**config.mk**
```make
export PLATFORM = sky130hd
export DESIGN_NAME = cmult_rr_scheduler
export DESIGN_NICKNAME = d
export VERILOG_FILES = /design/src/rtl/cmult_rr_scheduler_pkg.sv /design/src/rtl/cmult_rr_scheduler_result_fifo.sv /design/src/rtl/cmult_rr_scheduler.sv
export SDC_FILE = /design/constraint.sdc
export NUM_CORES = 1
export LEC_CHECK = 0
export CAP_MARGIN = 0
export CORE_MARGIN = 2
export CORE_UTILIZATION = 30
export DETAILED_ROUTE_END_ITERATION = 12
export PLACE_DENSITY = 0.55
export SETUP_SLACK_MARGIN = 0.3
export SLEW_MARGIN = 10
export SYNTH_ARGS = -nofsm -noshare
export SYNTH_HDL_FRONTEND = slang
export SYNTH_SLANG_ARGS = --single-unit
```
**constraint.sdc**
```tcl
create_clock -name sys_clk_i -period 11 [get_ports sys_clk_i]
set_clock_uncertainty 0.1 [all_clocks]
set_input_delay 1.65 -clock sys_clk_i [delete_from_list [all_inputs] [get_ports sys_clk_i]]
set_output_delay 1.65 -clock sys_clk_i [all_outputs]
set_load 0.005 [all_outputs]
```
**src/rtl/cmult_rr_scheduler_pkg.sv**
```systemverilog
// ============================================================================
// Package     : cmult_pkg
// Description : Shared helpers and types for the round-robin complex
//               multiplier scheduler: minimum-one clog2, default widths and
//               the valid/ID tag carried alongside each in-flight product.
// Revision    : 1.0 - initial release
// ============================================================================
`default_nettype none

package cmult_pkg;

  // ceil(log2(n)) but never below 1, so a 1-bit ID field always exists.
  function automatic int clog2_min1(input int n);
    int r;
    r = 0;
    for (int i = 0; i < 32; i++) begin
      if ((1 << i) < n) r = i + 1;
    end
    return (r < 1) ? 1 : r;
  endfunction

  // Default configuration widths.
  localparam int NUM_REQ_DEF = 4;
  localparam int DATA1_DEF   = 32;
  localparam int DATA2_DEF   = 8;
  localparam int PW          = DATA1_DEF + DATA2_DEF + 1;
  localparam int IDW         = clog2_min1(NUM_REQ_DEF);

  // Tag ID field is sized for the largest supported requester count (16);
  // the scheduler uses only the low bits it needs.
  localparam int IDW_MAX = 4;

  typedef struct packed {
    logic               valid;
    logic [IDW_MAX-1:0] id;
  } cmult_tag_t;

endpackage : cmult_pkg

`default_nettype wire

```
**src/rtl/cmult_rr_scheduler_result_fifo.sv**
```systemverilog
// ============================================================================
// Module      : cmult_result_fifo
// Description : Synchronous result FIFO with occupancy count. Head data reads
//               as zero while empty so the scheduler outputs are clean.
// Ports       : i_clk, i_rst_n (sync, active-low), i_push/i_data,
//               i_pop, o_valid/o_data (head), o_count (occupancy)
// Revision    : 1.0 - initial release
// ============================================================================
`default_nettype none

module cmult_result_fifo #(
  parameter int WIDTH       = 8,
  parameter int DEPTH       = 4,
  parameter int COUNT_WIDTH = $clog2(DEPTH + 1) + 1
) (
  input  logic                   i_clk,
  input  logic                   i_rst_n,
  input  logic                   i_push,
  input  logic [WIDTH-1:0]       i_data,
  input  logic                   i_pop,
  output logic                   o_valid,
  output logic [WIDTH-1:0]       o_data,
  output logic [COUNT_WIDTH-1:0] o_count
);

  localparam int AW = (DEPTH > 1) ? $clog2(DEPTH) : 1;

  logic [WIDTH-1:0]       r_mem [DEPTH];
  logic [AW-1:0]          r_wr_ptr;
  logic [AW-1:0]          r_rd_ptr;
  logic [COUNT_WIDTH-1:0] r_count;

  logic w_empty;
  logic w_full;
  logic w_do_push;
  logic w_do_pop;

  assign w_empty   = (r_count == '0);
  assign w_full    = (r_count == COUNT_WIDTH'(DEPTH));
  assign w_do_push = i_push && !w_full;
  assign w_do_pop  = i_pop && !w_empty;

  assign o_valid = !w_empty;
  assign o_data  = w_empty ? '0 : r_mem[r_rd_ptr];
  assign o_count = r_count;

  always_ff @(posedge i_clk) begin
    if (w_do_push) r_mem[r_wr_ptr] <= i_data;
  end

  always_ff @(posedge i_clk) begin
    if (!i_rst_n) begin
      r_wr_ptr <= '0;
      r_rd_ptr <= '0;
      r_count  <= '0;
    end else begin
      if (w_do_push) begin
        r_wr_ptr <= (r_wr_ptr == AW'(DEPTH - 1)) ? '0 : r_wr_ptr + 1'b1;
      end
      if (w_do_pop) begin
        r_rd_ptr <= (r_rd_ptr == AW'(DEPTH - 1)) ? '0 : r_rd_ptr + 1'b1;
      end
      if (w_do_push && !w_do_pop) begin
        r_count <= r_count + 1'b1;
      end else if (!w_do_push && w_do_pop) begin
        r_count <= r_count - 1'b1;
      end
    end
  end

  // The credit scheme upstream must make a push into a full FIFO impossible.
  always_ff @(posedge i_clk) begin
    if (i_rst_n) begin
      assert (!(i_push && w_full));
    end
  end

endmodule : cmult_result_fifo

`default_nettype wire

```
**src/rtl/cmult_rr_scheduler.sv**
```systemverilog
// ============================================================================
// Module      : cmult_rr_scheduler
// Description : Shares one pipelined complex multiplier between NUM_REQ
//               requesters with round-robin arbitration. Each accepted
//               operand set is tagged with its requester ID; products are
//               queued in a credit-protected FIFO and returned in order.
// Ports       : sys_clk_i, rst_n_i (sync, active-low)
//               req_valid_i/req_ready_o, req_d1_*/req_d2_*  (packed per req)
//               mult_d1_*/mult_d2_* (operands out), mult_real_i/imag_i (in)
//               res_valid_o/res_ready_i, res_id_o, res_real_o, res_imag_o
// Revision    : 1.0 - initial release
// ============================================================================
`default_nettype none

module cmult_rr_scheduler
  import cmult_pkg::*;
#(
  parameter int NUM_REQ      = 4,
  parameter int DATA1_WIDTH  = 32,
  parameter int DATA2_WIDTH  = 8,
  parameter int MULT_LATENCY = 1,
  parameter int FIFO_DEPTH   = 4
) (
  input  logic                                    sys_clk_i,
  input  logic                                    rst_n_i,
  input  logic [NUM_REQ-1:0]                      req_valid_i,
  output logic [NUM_REQ-1:0]                      req_ready_o,
  input  logic [NUM_REQ*DATA1_WIDTH-1:0]          req_d1_real_i,
  input  logic [NUM_REQ*DATA1_WIDTH-1:0]          req_d1_imag_i,
  input  logic [NUM_REQ*DATA2_WIDTH-1:0]          req_d2_real_i,
  input  logic [NUM_REQ*DATA2_WIDTH-1:0]          req_d2_imag_i,
  output logic [DATA1_WIDTH-1:0]                  mult_d1_real_o,
  output logic [DATA1_WIDTH-1:0]                  mult_d1_imag_o,
  output logic [DATA2_WIDTH-1:0]                  mult_d2_real_o,
  output logic [DATA2_WIDTH-1:0]                  mult_d2_imag_o,
  input  logic [DATA1_WIDTH+DATA2_WIDTH:0]        mult_real_i,
  input  logic [DATA1_WIDTH+DATA2_WIDTH:0]        mult_imag_i,
  output logic                                    res_valid_o,
  input  logic                                    res_ready_i,
  output logic [clog2_min1(NUM_REQ)-1:0]          res_id_o,
  output logic [DATA1_WIDTH+DATA2_WIDTH:0]        res_real_o,
  output logic [DATA1_WIDTH+DATA2_WIDTH:0]        res_imag_o
);

  localparam int RES_W   = DATA1_WIDTH + DATA2_WIDTH + 1;
  localparam int ID_W    = clog2_min1(NUM_REQ);
  localparam int DL      = MULT_LATENCY + 1;
  localparam int CNT_W   = $clog2(FIFO_DEPTH + 1) + 1;
  localparam int FIFO_W  = ID_W + 2 * RES_W;

  // --------------------------------------------------------------------------
  // Elaboration-time configuration checks
  // --------------------------------------------------------------------------
  if (FIFO_DEPTH < MULT_LATENCY + 2) begin : g_depth_check
    $error("cmult_rr_scheduler: FIFO_DEPTH must be >= MULT_LATENCY+2");
  end
  if (NUM_REQ < 2 || NUM_REQ > 16) begin : g_num_req_check
    $error("cmult_rr_scheduler: NUM_REQ must be in 2..16");
  end

  // --------------------------------------------------------------------------
  // Signals
  // --------------------------------------------------------------------------
  logic [ID_W-1:0]        r_rr_ptr;
  logic [DATA1_WIDTH-1:0] r_d1_real;
  logic [DATA1_WIDTH-1:0] r_d1_imag;
  logic [DATA2_WIDTH-1:0] r_d2_real;
  logic [DATA2_WIDTH-1:0] r_d2_imag;
  cmult_tag_t             r_tag [DL];
  logic [CNT_W-1:0]       r_inflight;

  logic [NUM_REQ-1:0]     w_grant;
  logic [ID_W-1:0]        w_grant_idx;
  logic [ID_W-1:0]        w_cand;
  logic                   w_found;
  logic                   w_accept;
  logic                   w_can_issue;
  logic [CNT_W:0]         w_credit_used;
  logic [CNT_W-1:0]       w_fifo_count;
  logic                   w_push;
  logic                   w_pop;
  logic [FIFO_W-1:0]      w_fifo_wdata;
  logic [FIFO_W-1:0]      w_fifo_rdata;
  logic                   w_fifo_valid;
  logic [DATA1_WIDTH-1:0] w_sel_d1_real;
  logic [DATA1_WIDTH-1:0] w_sel_d1_imag;
  logic [DATA2_WIDTH-1:0] w_sel_d2_real;
  logic [DATA2_WIDTH-1:0] w_sel_d2_imag;

  // --------------------------------------------------------------------------
  // Credit: every slot that is queued or still travelling through the
  // multiplier pipeline holds one FIFO entry in reserve.
  // --------------------------------------------------------------------------
  assign w_credit_used = {1'b0, w_fifo_count} + {1'b0, r_inflight};
  assign w_can_issue   = (w_credit_used < (CNT_W + 1)'(FIFO_DEPTH));

  // --------------------------------------------------------------------------
  // Round-robin arbiter: search upward from the last winner + 1.
  // --------------------------------------------------------------------------
  always_comb begin
    w_found     = 1'b0;
    w_grant_idx = '0;
    w_cand      = '0;
    w_grant     = '0;
    for (int off = 1; off <= NUM_REQ; off++) begin
      w_cand = ID_W'((int'(r_rr_ptr) + off) % NUM_REQ);
      if (!w_found && req_valid_i[w_cand]) begin
        w_found     = 1'b1;
        w_grant_idx = w_cand;
      end
    end
    if (w_found && w_can_issue) begin
      w_grant[w_grant_idx] = 1'b1;
    end
  end

  assign w_accept    = w_found && w_can_issue;
  assign req_ready_o = w_grant;

  // Operand select for the winning requester.
  always_comb begin
    w_sel_d1_real = '0;
    w_sel_d1_imag = '0;
    w_sel_d2_real = '0;
    w_sel_d2_imag = '0;
    for (int i = 0; i < NUM_REQ; i++) begin
      if (int'(w_grant_idx) == i) begin
        w_sel_d1_real = req_d1_real_i[i*DATA1_WIDTH +: DATA1_WIDTH];
        w_sel_d1_imag = req_d1_imag_i[i*DATA1_WIDTH +: DATA1_WIDTH];
        w_sel_d2_real = req_d2_real_i[i*DATA2_WIDTH +: DATA2_WIDTH];
        w_sel_d2_imag = req_d2_imag_i[i*DATA2_WIDTH +: DATA2_WIDTH];
      end
    end
  end

  // --------------------------------------------------------------------------
  // Issue register, tag delay line and in-flight counter.
  // Tag stage 0 lines up with the operands on mult_*_o; stage MULT_LATENCY
  // lines up with the product on mult_*_i and drives the FIFO push.
  // --------------------------------------------------------------------------
  assign w_push = r_tag[MULT_LATENCY].valid;

  always_ff @(posedge sys_clk_i) begin
    if (!rst_n_i) begin
      r_rr_ptr   <= ID_W'(NUM_REQ - 1);
      r_d1_real  <= '0;
      r_d1_imag  <= '0;
      r_d2_real  <= '0;
      r_d2_imag  <= '0;
      r_inflight <= '0;
      for (int k = 0; k < DL; k++) begin
        r_tag[k] <= '0;
      end
    end else begin
      if (w_accept) begin
        r_rr_ptr  <= w_grant_idx;
        r_d1_real <= w_sel_d1_real;
        r_d1_imag <= w_sel_d1_imag;
        r_d2_real <= w_sel_d2_real;
        r_d2_imag <= w_sel_d2_imag;
      end
      r_tag[0].valid <= w_accept;
      r_tag[0].id    <= IDW_MAX'(w_grant_idx);
      for (int k = 1; k < DL; k++) begin
        r_tag[k] <= r_tag[k-1];
      end
      if (w_accept && !w_push) begin
        r_inflight <= r_inflight + 1'b1;
      end else if (!w_accept && w_push) begin
        r_inflight <= r_inflight - 1'b1;
      end
    end
  end

  // ID bits above ID_W are always zero; collect them so they are consumed.
  if (ID_W < IDW_MAX) begin : g_id_pad
    logic w_unused_id_hi;
    assign w_unused_id_hi = ^r_tag[MULT_LATENCY].id[IDW_MAX-1:ID_W];
  end

  assign mult_d1_real_o = r_d1_real;
  assign mult_d1_imag_o = r_d1_imag;
  assign mult_d2_real_o = r_d2_real;
  assign mult_d2_imag_o = r_d2_imag;

  // --------------------------------------------------------------------------
  // Result FIFO
  // --------------------------------------------------------------------------
  assign w_fifo_wdata = {r_tag[MULT_LATENCY].id[ID_W-1:0], mult_real_i, mult_imag_i};
  assign w_pop        = w_fifo_valid && res_ready_i;

  cmult_result_fifo #(
    .WIDTH       (FIFO_W),
    .DEPTH       (FIFO_DEPTH),
    .COUNT_WIDTH (CNT_W)
  ) u_result_fifo (
    .i_clk   (sys_clk_i),
    .i_rst_n (rst_n_i),
    .i_push  (w_push),
    .i_data  (w_fifo_wdata),
    .i_pop   (w_pop),
    .o_valid (w_fifo_valid),
    .o_data  (w_fifo_rdata),
    .o_count (w_fifo_count)
  );

  assign res_valid_o = w_fifo_valid;
  assign res_id_o    = w_fifo_rdata[FIFO_W-1 -: ID_W];
  assign res_real_o  = w_fifo_rdata[2*RES_W-1 -: RES_W];
  assign res_imag_o  = w_fifo_rdata[RES_W-1:0];

endmodule : cmult_rr_scheduler

`default_nettype wire
```
# Word-level counts from Yosys, hierarchy flattened
# Memory sizes are Yosys's and may differ from the RTL's. A register that Yosys moved wholly into a read port is not among the register bits.
# Cells that the tools add are included.
[totals]
register_bits = 124
mem_bits_rw = 354
input_bits = 409
output_inout_bits = 199
wordCells = 122
mem_count = 2
[memory_table]
columns = ["name", "depth", "word_bits", "read_ports", "rd_clocked_by_memory_dff", "wr", "line", "rtl"]
rows = [
  ["u_result_fifo.r_mem", 4, 86, 1, 1, 1, "cmult_rr_scheduler_result_fifo.sv:28", "logic [WIDTH-1:0] r_mem [DEPTH];"],
  ["r_tag", 2, 5, 2, 0, 2, "cmult_rr_scheduler.sv:69", "cmult_tag_t r_tag [DL];"],
]
[classes]
n_addsub = 11
n_lt_le_gt_ge = 7
n_eq_ne = 6
n_mux = 51
bitwise = 7
n_reduce_logical = 29
[ops]
columns = ["cell", "count"]
rows = [
  ["$mux 32", 12],
  ["$lt 32x3->1 const B", 5],
  ["$mux 114", 1],
  ["$add 32x3->32 const B", 2],
  ["$eq 32x3->1 const B", 2],
  ["$mux 8", 8],
  ["$add 32x2->32 const B", 1],
  ["$add 32x4->32 const B", 1],
  ["$eq 32x2->1 const B", 1],
  ["$ge 32x1->1 const B", 1],
  ["$logic_not 32->1", 1],
  ["$mux 4", 6],
  ["$mux 1", 14],
  ["$logic_and 1x1->1", 12],
  ["$logic_not 1->1", 9],
  ["$add 4x1->4 const B", 2],
  ["$bmux 1 s2", 4],
  ["$mux 2", 4],
  ["$reduce_or 2->1", 4],
  ["$sub 4x1->4 const B", 2],
  ["$add 4x4->5", 1],
  ["$lt 5x3->1 const B", 1],
  ["$mux 5", 1],
  ["$add 2x1->2 const B", 2],
  ["other kinds (7)", 14],
]

# Logic depth before layout (Yosys ltp)
[logic_depth]
word_depth = 20
mapped_depth = 16
ltp_nobuf = 13

# Cells and area by module
# Synthesis repeated with hierarchy kept, for this count alone.
[unflattened]
hier_cells = 1283
area_unflattened_um2 = 23145.9
[modules_own_cells]
columns = ["module", "instances", "cells_each", "area_per_inst_um2", "seq_area_each_um2"]
rows = [
  ["cmult_result_fifo", 1, 781, 17804.6, 13893.3],
  ["cmult_rr_scheduler", 1, 502, 5341.4, 1901.8],
]

# Least setup slack after synthesis
# Ideal clock, no wire load.
[synth_timing]
path_type = "input-to-output"
from = "in req_valid_i[3]"
to = "out req_ready_o[2]"
arrival_ns = 3.523
required_time_ns = 9.250
setup_slack_ns = 5.727
cell_stages = 8
path_buffers = 3
path_cell_list = "clkbuf_1 > mux4_2 > nor2_1 > o221a_2 > o2bb2ai_1 > clkbuf_1 > clkbuf_1 > nor3b_1"
[synth_between]
elab_chain_len = 17
elab_cells_between_ends = 29
classes_between = "order compare (2); mux (19); reduce/logical (8)"
[synth_rtl]
columns = ["element", "line", "rtl"]
rows = [
  ["start, declared", "cmult_rr_scheduler.sv:26", "input logic [NUM_REQ-1:0] req_valid_i,"],
  ["$bmux 1 s2", "cmult_rr_scheduler.sv:107", "if (!w_found && req_valid_i[w_cand]) begin"],
  ["$mux 1 (not written as such)", "cmult_rr_scheduler.sv:107", ""],
  ["$mux 1", "cmult_rr_scheduler.sv:107", ""],
  ["$logic_not 1->1", "cmult_rr_scheduler.sv:107", ""],
  ["$logic_and 1x1->1", "cmult_rr_scheduler.sv:107", ""],
  ["$mux 1", "cmult_rr_scheduler.sv:107", ""],
  ["$logic_not 1->1", "cmult_rr_scheduler.sv:107", ""],
  ["$logic_and 1x1->1", "cmult_rr_scheduler.sv:107", ""],
  ["$mux 1", "cmult_rr_scheduler.sv:107", ""],
  ["$logic_not 1->1", "cmult_rr_scheduler.sv:107", ""],
  ["$logic_and 1x1->1", "cmult_rr_scheduler.sv:107", ""],
  ["$mux 32", "cmult_rr_scheduler.sv:107", ""],
  ["$ge 32x1->1 (not written as such) / $lt 32x3->1 (equally long branches)", "cmult_rr_scheduler.sv:113", "w_grant[w_grant_idx] = 1'b1;"],
  ["$logic_and 1x1->1 (not written as such)", "cmult_rr_scheduler.sv:113", ""],
  ["$mux 1 (not written as such)", "cmult_rr_scheduler.sv:113", ""],
  ["$demux 1 s2", "cmult_rr_scheduler.sv:113", ""],
  ["$mux 4 *", "cmult_rr_scheduler.sv:112", "if (w_found && w_can_issue) begin"],
  ["end, declared", "cmult_rr_scheduler.sv:27", "output logic [NUM_REQ-1:0] req_ready_o,"],
]
# Mark *: on every way between the ends. The rest lies on a longest branch, timed or not. The select of a mux whose other input is x is not followed.

# Worst setup path after layout
[layout_timing]
from = "in req_valid_i[2]"
to = "out req_ready_o[3]"
# The elaborated chain is that of the path after synthesis.

==> flow_metrics.env <==
export IMPL_dr_first_iter_drc_count=812
export IMPL_avgViaCountPerCell=5.10
export IMPL_layout_filler_cells=6094
export IMPL_synth_edf_count=340
export IMPL_clk_insertion_delay_late_ps=570
export IMPL_critPathBufInv=2
export IMPL_synthMostInstantiatedCell="sky130_fd_sc_hd__edfxtp_1"
export IMPL_fmax_mhz=142
export IMPL_area_inside_the_core_boundary_mm2=0.0654
export IMPL_drc_errors=0
export IMPL_dr_total_vias=14400
export IMPL_cts_reportedPaths_clkPinSlew_ps=60
export IMPL_drv_slew=0
export IMPL_min_path_type="flip-flop to flip-flop"
export IMPL_cp_data_required_time_ps=9250
export IMPL_die_span_x_um=261
export IMPL_floorplan_initialDensity=0.302
export IMPL_peakVddDrop_mv=0.155
export IMPL_root_buffer="sky130_fd_sc_hd__clkbuf_16"
export IMPL_fin_tns_setup_ps=0
export IMPL_syn_avg_cell_area_um2=14.2
export IMPL_ys_ff_latch=445
export IMPL_power_static_leakage_uw=0.00963
export IMPL_hold_violations=0
export IMPL_power_density_mw_per_mm2=251
export IMPL_status="complete, no violations"
export IMPL_total_clock_sinks=445
export IMPL_cp_class="input pin to output port"
export IMPL_synth_warning_count=0
export IMPL_synth_area_leaders="sky130_fd_sc_hd__edfxtp_1, sky130_fd_sc_hd__dfxtp_1, sky130_fd_sc_hd__mux4_2, sky130_fd_sc_hd__a32o_1, sky130_fd_sc_hd__nand3_1"
export IMPL_mappedNetlistArea_mm2=0.0197
export IMPL_cts_repair_timing_setup_buffer_count=0
export IMPL_pin_count_of_the_biggest_net_entering_global_routing=92
export IMPL_synth_top_cells_by_count="sky130_fd_sc_hd__edfxtp_1, sky130_fd_sc_hd__nand3_1, sky130_fd_sc_hd__dfxtp_1"
export IMPL_grt_overflow=0
export IMPL_cells_after_synthesis=1388
export IMPL_netlist_top_cell_by_area="sky130_fd_sc_hd__edfxtp_1"
export IMPL_worst_path_largest_cell_delay_ps=800
export IMPL_cts_buffers_inserted=50
export IMPL_finalSetupViolCount=0
export IMPL_grt_pass1_wl_um=95300
export IMPL_dp_final_hpwl_um=44400
export IMPL_synth_async_sr_flop_share=0
export IMPL_die_area_mm2=0.0679
export IMPL_portBuffers=579
export IMPL_htree_num_levels=2
export IMPL_wl_per_cell_um=23.3
export IMPL_design_portCount=608
export IMPL_placed_standard_cell_area_mm2=0.0262
export IMPL_synth_cell_types=41
export IMPL_yosysSeqAreaShare=0.624
export IMPL_timing_critical_path_to_type="output port"
export IMPL_tritoncts="built"
export IMPL_place_gp_congestion=0.908
export IMPL_worst_endpoint_arrival_ps=5270
export IMPL_finalWorstPathRequiredPeriod_ps=7020
export IMPL_cpMostUsedCell="sky130_fd_sc_hd__clkdlybuf4s50_1"
export IMPL_post_synth_top_area_fraction=0.517
export IMPL_drt_wl_total_um=65800
export IMPL_drt_pre_antenna_iters=5
export IMPL_layout_drive_gt1_share=0.0998
export IMPL_setup_worst_path_start_class="input pin"
export IMPL_final_nets=2332
export IMPL_cp_slowest_cell="sky130_fd_sc_hd__or3_4"
export IMPL_groute_usage_overall=0.187
export IMPL_rsz_0062_raised_after_global_routing="false"
export IMPL_drtAntennaViolNets=0
export IMPL_critPathMaxFanout=82
export IMPL_final_design_area_no_fill_mm2=0.0278
export IMPL_antenna_found_initial=26
export IMPL_relSlewSlack=0.304
export IMPL_critical_path_cell_by_cell="clkdlybuf4s50_1 > mux2_2 > a211oi_1 > or3_4 > nand2_4 > nor3b_1 > clkdlybuf4s50_1"
export IMPL_via_count_of_the_first_global_routing_pass=15000
export IMPL_worstMarginPinSlew_ps=1040
export IMPL_max_cap_violations=0
export IMPL_post_cts_resized=0
export IMPL_cpLargestDelayFamily="simple AND/OR/NAND/NOR gates"
export IMPL_cts_hold_buffers_added=0
export IMPL_num_rows=94
export IMPL_layout_area_overhead_vs_synth_pct=41.1
export IMPL_cts_max_path_buffers=3
export IMPL_yosys_most_used_dff="sky130_fd_sc_hd__edfxtp_1"
export IMPL_period_share=0.638
export IMPL_dieHeight_um=261
registers in the layout, summed over array words and instances (netlist names), 3 cells and up, named ones only:
signal and cells:
r_rr_ptr 3, mult_d2_real_o 8, u_result_fifo.r_mem 340, r_inflight 4, u_result_fifo.o_count 4, mult_d2_imag_o 8, r_tag 8, mult_d1_imag_o 32
mult_d1_real_o 32
cells in the final DEF, fill, tap and decap left out, types with 3 or more instances in the layout:
cell	instances
sky130_fd_sc_hd__and2_4	5
sky130_fd_sc_hd__clkinv_2	10
sky130_fd_sc_hd__a21oi_1	10
sky130_fd_sc_hd__clkbuf_1	9
sky130_fd_sc_hd__nand2_1	5
sky130_fd_sc_hd__conb_1	28
sky130_fd_sc_hd__o21ai_0	83
sky130_fd_sc_hd__clkinv_1	14
sky130_fd_sc_hd__clkbuf_16	50
sky130_fd_sc_hd__xnor2_1	4
sky130_fd_sc_hd__mux4_2	89
sky130_fd_sc_hd__a211o_1	80
sky130_fd_sc_hd__mux2i_1	10
sky130_fd_sc_hd__a32o_1	80
sky130_fd_sc_hd__dfxtp_1	103
sky130_fd_sc_hd__inv_1	8
sky130_fd_sc_hd__or3_1	3
sky130_fd_sc_hd__nor2_1	19
sky130_fd_sc_hd__nor3_1	7
sky130_fd_sc_hd__and2_1	91
sky130_fd_sc_hd__a21o_1	3
sky130_fd_sc_hd__edfxtp_1	340
sky130_fd_sc_hd__and3_1	81
sky130_fd_sc_hd__buf_4	16
sky130_fd_sc_hd__diode_2	17
sky130_fd_sc_hd__ha_1	17
sky130_fd_sc_hd__clkdlybuf4s50_1	579
sky130_fd_sc_hd__bufinv_16	7
sky130_fd_sc_hd__nand3_1	160
worst paths after layout:
path,from,to,slack (ps),cells after the start
max reg2reg,r_rr_ptr[0],mult_d1_imag_o[22],6070,9
max,req_valid_i[2],req_ready_o[3],3980,7
min reg2reg,r_tag[0][4],r_tag[0][9],330,1
min,r_tag[0][4],r_tag[0][9],330,1
through the flow:
stage | utilization | hold slack (ps) | total power [uW] | setup WS, ps | cells
final | 0.426 | 332 | 6990 | 3980 | 2825
after global routing | 0.426 | 361 | 7400 | 3780 | 2824
after global placement | 0.400 | 320 | 5350 | 4080 | 2716
after floorplan | - | 306 | 4090 | 5730 | 1415
after detailed placement | 0.400 | 319 | 5380 | 4030 | 2716
after CTS | 0.425 | 338 | 7090 | 4020 | 2808
power by group:
part / leakage (uW) / switching (uW) / internal (uW)
sequential: 0.00394 / 143 / 2010
combinational: 0.00489 / 1650 / 1510
clock: 0.000806 / 678 / 999
cell families after synthesis:
logic type,after synthesis,share of synthesized area
AO/OA/AOI/OAI,265,0.104
XOR/XNOR,6,0.00266
adder cells (fa/ha/maj),19,0.0128
buffers and inverters,167,0.0404
flip-flops,445,0.624
multiplexers,100,0.107
other,1,0.000190
AND/OR/NAND/NOR,385,0.109
area by class of cell:
cell class                 count  area, um2  area share
sequential                   445      12300       0.442
multi-input combinational    803       6810       0.245
timing repair buffer         595       5920       0.212
clock buffer                  59       1280      0.0462
tap                          864       1080      0.0388
clock inverter                33        354      0.0127
antenna                       17       42.5     0.00153
inverter                       9       33.8     0.00121
layer usage:
metal  global-route usage  wire (um)  up-vias
met5                    0         52        -
met4               0.0778       2530        8
met3               0.0583       5530      112
met2                0.332      34000      560
met1                0.208      23700     7239
li1                     -          -     6497
(Power assumes the default switching activity.)
==> variant: new RTL, same settings <==
Make the reset (`i_rst_n` and `rst_n_i`) asynchronous in 2 clocked blocks.
--- a/src/rtl/cmult_rr_scheduler_result_fifo.sv
+++ b/src/rtl/cmult_rr_scheduler_result_fifo.sv
@@ -48,7 +48,7 @@
     if (w_do_push) r_mem[r_wr_ptr] <= i_data;
   end
 
-  always_ff @(posedge i_clk) begin
+  always_ff @(posedge i_clk or negedge i_rst_n) begin
     if (!i_rst_n) begin
       r_wr_ptr <= '0;
       r_rd_ptr <= '0;
--- a/src/rtl/cmult_rr_scheduler.sv
+++ b/src/rtl/cmult_rr_scheduler.sv
@@ -140,7 +140,7 @@
   // --------------------------------------------------------------------------
   assign w_push = r_tag[MULT_LATENCY].valid;
 
-  always_ff @(posedge sys_clk_i) begin
+  always_ff @(posedge sys_clk_i or negedge rst_n_i) begin
     if (!rst_n_i) begin
       r_rr_ptr   <= ID_W'(NUM_REQ - 1);
       r_d1_real  <= '0;
Function: changed (a bounded check fails within 4 cycles, from zero or initial values and one cycle with rst_n_i low; the reset may be asserted at any time).
==> variant against the unedited design <==
First-iteration DRC count increased by 15%. Sequential cell count decreased by 2. Routed wire length increased by 8.3%. Area after synthesis increased by 4.6%. Register-to-register slack improved by 0.39 ns. Cell count decreased by 0.18%. Final area increased by 1.9%. Worst setup slack improved by 0.29 ns. Critical endpoint unchanged.
Power is not compared: it rests on default switching activity, and its combinational part moved more than twofold at a synthesized area within 25%.
==> variant: results (changes against the unedited design) <==
* LEAKAGE at 9.76 nW
* Instance count of the mapped netlist at 1386 (-0.14%)
* Crit path arrival time at 4.98 ns (-0.29 ns)
* Post-place instance area at 26900 um^2 (+2.7%)
* Vias per cell at 5.24 (+2.6%)
* Most used standard cells in the synthesized netlist: edfxtp_1, dfrtp_1, and2_1
* Endpoint of the lowest-slack register-to-register path: mult_d1_real_o[16]$_DFFE_PN0N_
* Number of vias after detailed routing at 14800 (+2.4%)
* Post-cts resize count at 0 (unchanged)
* Run status: completed
* Number of maximum-capacitance violations at 0 (unchanged)
* Async S/R FF share, synth at 0.233 (+0.233)
* Flip-flop count of the largest register, all copies and words added at 340 (unchanged)
* Placed Cells at 2723 (+0.26%)
* H-tree levels at 2 (unchanged)
* Fillers at 6337 (+4.0%)
* Post-CTS Setup Bufs at 0 (unchanged)
* Count of cells along the worst hold path at 0 (-1)
* Worst setup slack for register-to-register paths at 6.46 ns (+0.39 ns)
* Headroom to the max-slew limit at 0.232 (-0.0723)
* Worst setup path endpoint: req_ready_o[3]
* Half-perimeter wire length after placement at 48400 um (+9.0%)
* Number of DRC markers after the initial detailed-route iteration at 936 (+15%)
* Source of the critical timing path: req_valid_i[1]
* Largest cells by area after synthesis: edfxtp_1, dfrtp_1, mux4_2, a221o_1, a211oi_1
* Count of unique library cells instantiated by Yosys at 52 (+27%)
* Sequential fraction of the synthesis area at 0.620 (-0.00403)
* Clock-pin slew reported for the worst setup and hold paths after clock tree synthesis at 0.05 ns
* Net switching power at 0.793 mW
* Startpoint of the worst-slack reg-to-reg timing path: r_rr_ptr[1]$_DFFE_PN1N_
* Clock latency on the worst-skew pair at 0.58 ns
* Global-route wire length before repair at 103000 um (+7.9%)
* Number of antenna violations at the first check in global routing at 18 (-31%)
* Final weighted congestion in routability-driven placement at 0.884 (-2.7%)
* Register with the most flip-flops: u_result_fifo.r_mem
* Final WL at 71300 um (+8.3%)
* Layout cells sized above 1 at 0.102 (+0.00176)
* Largest fanout on the critical path at 44 (-46%)
* Maximum number of pins on one net before global-route repair at 120 (+30%)
* NumNets Final at 2320 (-0.51%)
* Tot GR Track Use at 0.194 (+0.00669)
variant: cells by family (layout without fill, tap and decap cells):
kind of cell    count (synthesis)  count (layout)  synth area share
compound gates                351             351             0.134
xor+xnor                        8               8           0.00340
fa+ha+maj                      18              18            0.0116
buf+inv                       181             698            0.0495
flops                         443             443             0.620
mux                            96              96             0.101
other cells                     1              36          0.000182
simple gates                  288             288            0.0808
variant: power groups by stage:
stage,Clock [mW],Combinational [mW],Sequential (mW)
floorplan,0,0.100,1.84
global placement,0,0.282,1.84
detailed placement,0,0.286,1.84
CTS,1.60,0.287,1.81
global route,1.66,0.307,1.81
finish,1.55,0.287,1.81
variant: area by class of cell:
type / instances / area [um^2] / area share
sequential: 443 / 12800 / 0.451
multi-input combinational: 789 / 6990 / 0.246
timing repair buffer: 598 / 5940 / 0.209
clock buffer: 61 / 1290 / 0.0455
tap: 882 / 1100 / 0.0389
clock inverter: 28 / 200 / 0.00705
inverter: 11 / 41.3 / 0.00146
antenna: 8 / 20.0 / 0.000705
variant: worst max-delay path: stages:
cell and delay [ns]:
clkdlybuf4s50_1 0.69, mux2_4 0.44, o221ai_4 0.75, and2_2 0.33, nand2_2 0.09, nor3_4 0.39
clkdlybuf4s50_1 0.62
variant: routing by layer:
| metal | routed length (um) | global-route usage | up-vias | share of wire |
|---|---|---|---|---|
| met5 | 25 | 0 | - | 0.00035 |
| met4 | 2200 | 0.0621 | 4 | 0.031 |
| met3 | 5310 | 0.0543 | 99 | 0.074 |
| met2 | 35600 | 0.334 | 574 | 0.50 |
| met1 | 28100 | 0.234 | 7547 | 0.39 |
| li1 | - | - | 6540 | - |
variant: worst min-delay path by stage:
stage | from | end | slack [ns]
after floorplan | r_tag[5]$_DFF_PN0_ | r_tag[0]$_DFF_PN0_ | 0.23
after global placement | r_tag[7]$_DFF_PN0_ | r_tag[2]$_DFF_PN0_ | 0.23
after detailed placement | r_tag[7]$_DFF_PN0_ | r_tag[2]$_DFF_PN0_ | 0.23
after CTS | r_tag[7]$_DFF_PN0_ | r_tag[2]$_DFF_PN0_ | 0.25
after global routing | r_tag[9]$_DFF_PN0_ | w_push$_DFF_PN0_ | 0.27
final | r_tag[7]$_DFF_PN0_ | r_tag[2]$_DFF_PN0_ | 0.25
variant: metrics by stage:
stage / utilization / hold WS [ns] / worst slack, ns
after floorplan: - / 0.231 / 6.04
after global placement: 0.393 / 0.234 / 4.37
after detailed placement: 0.393 / 0.235 / 4.25
after CTS: 0.415 / 0.247 / 4.24
after global routing: 0.415 / 0.267 / 3.99
final: 0.415 / 0.246 / 4.27
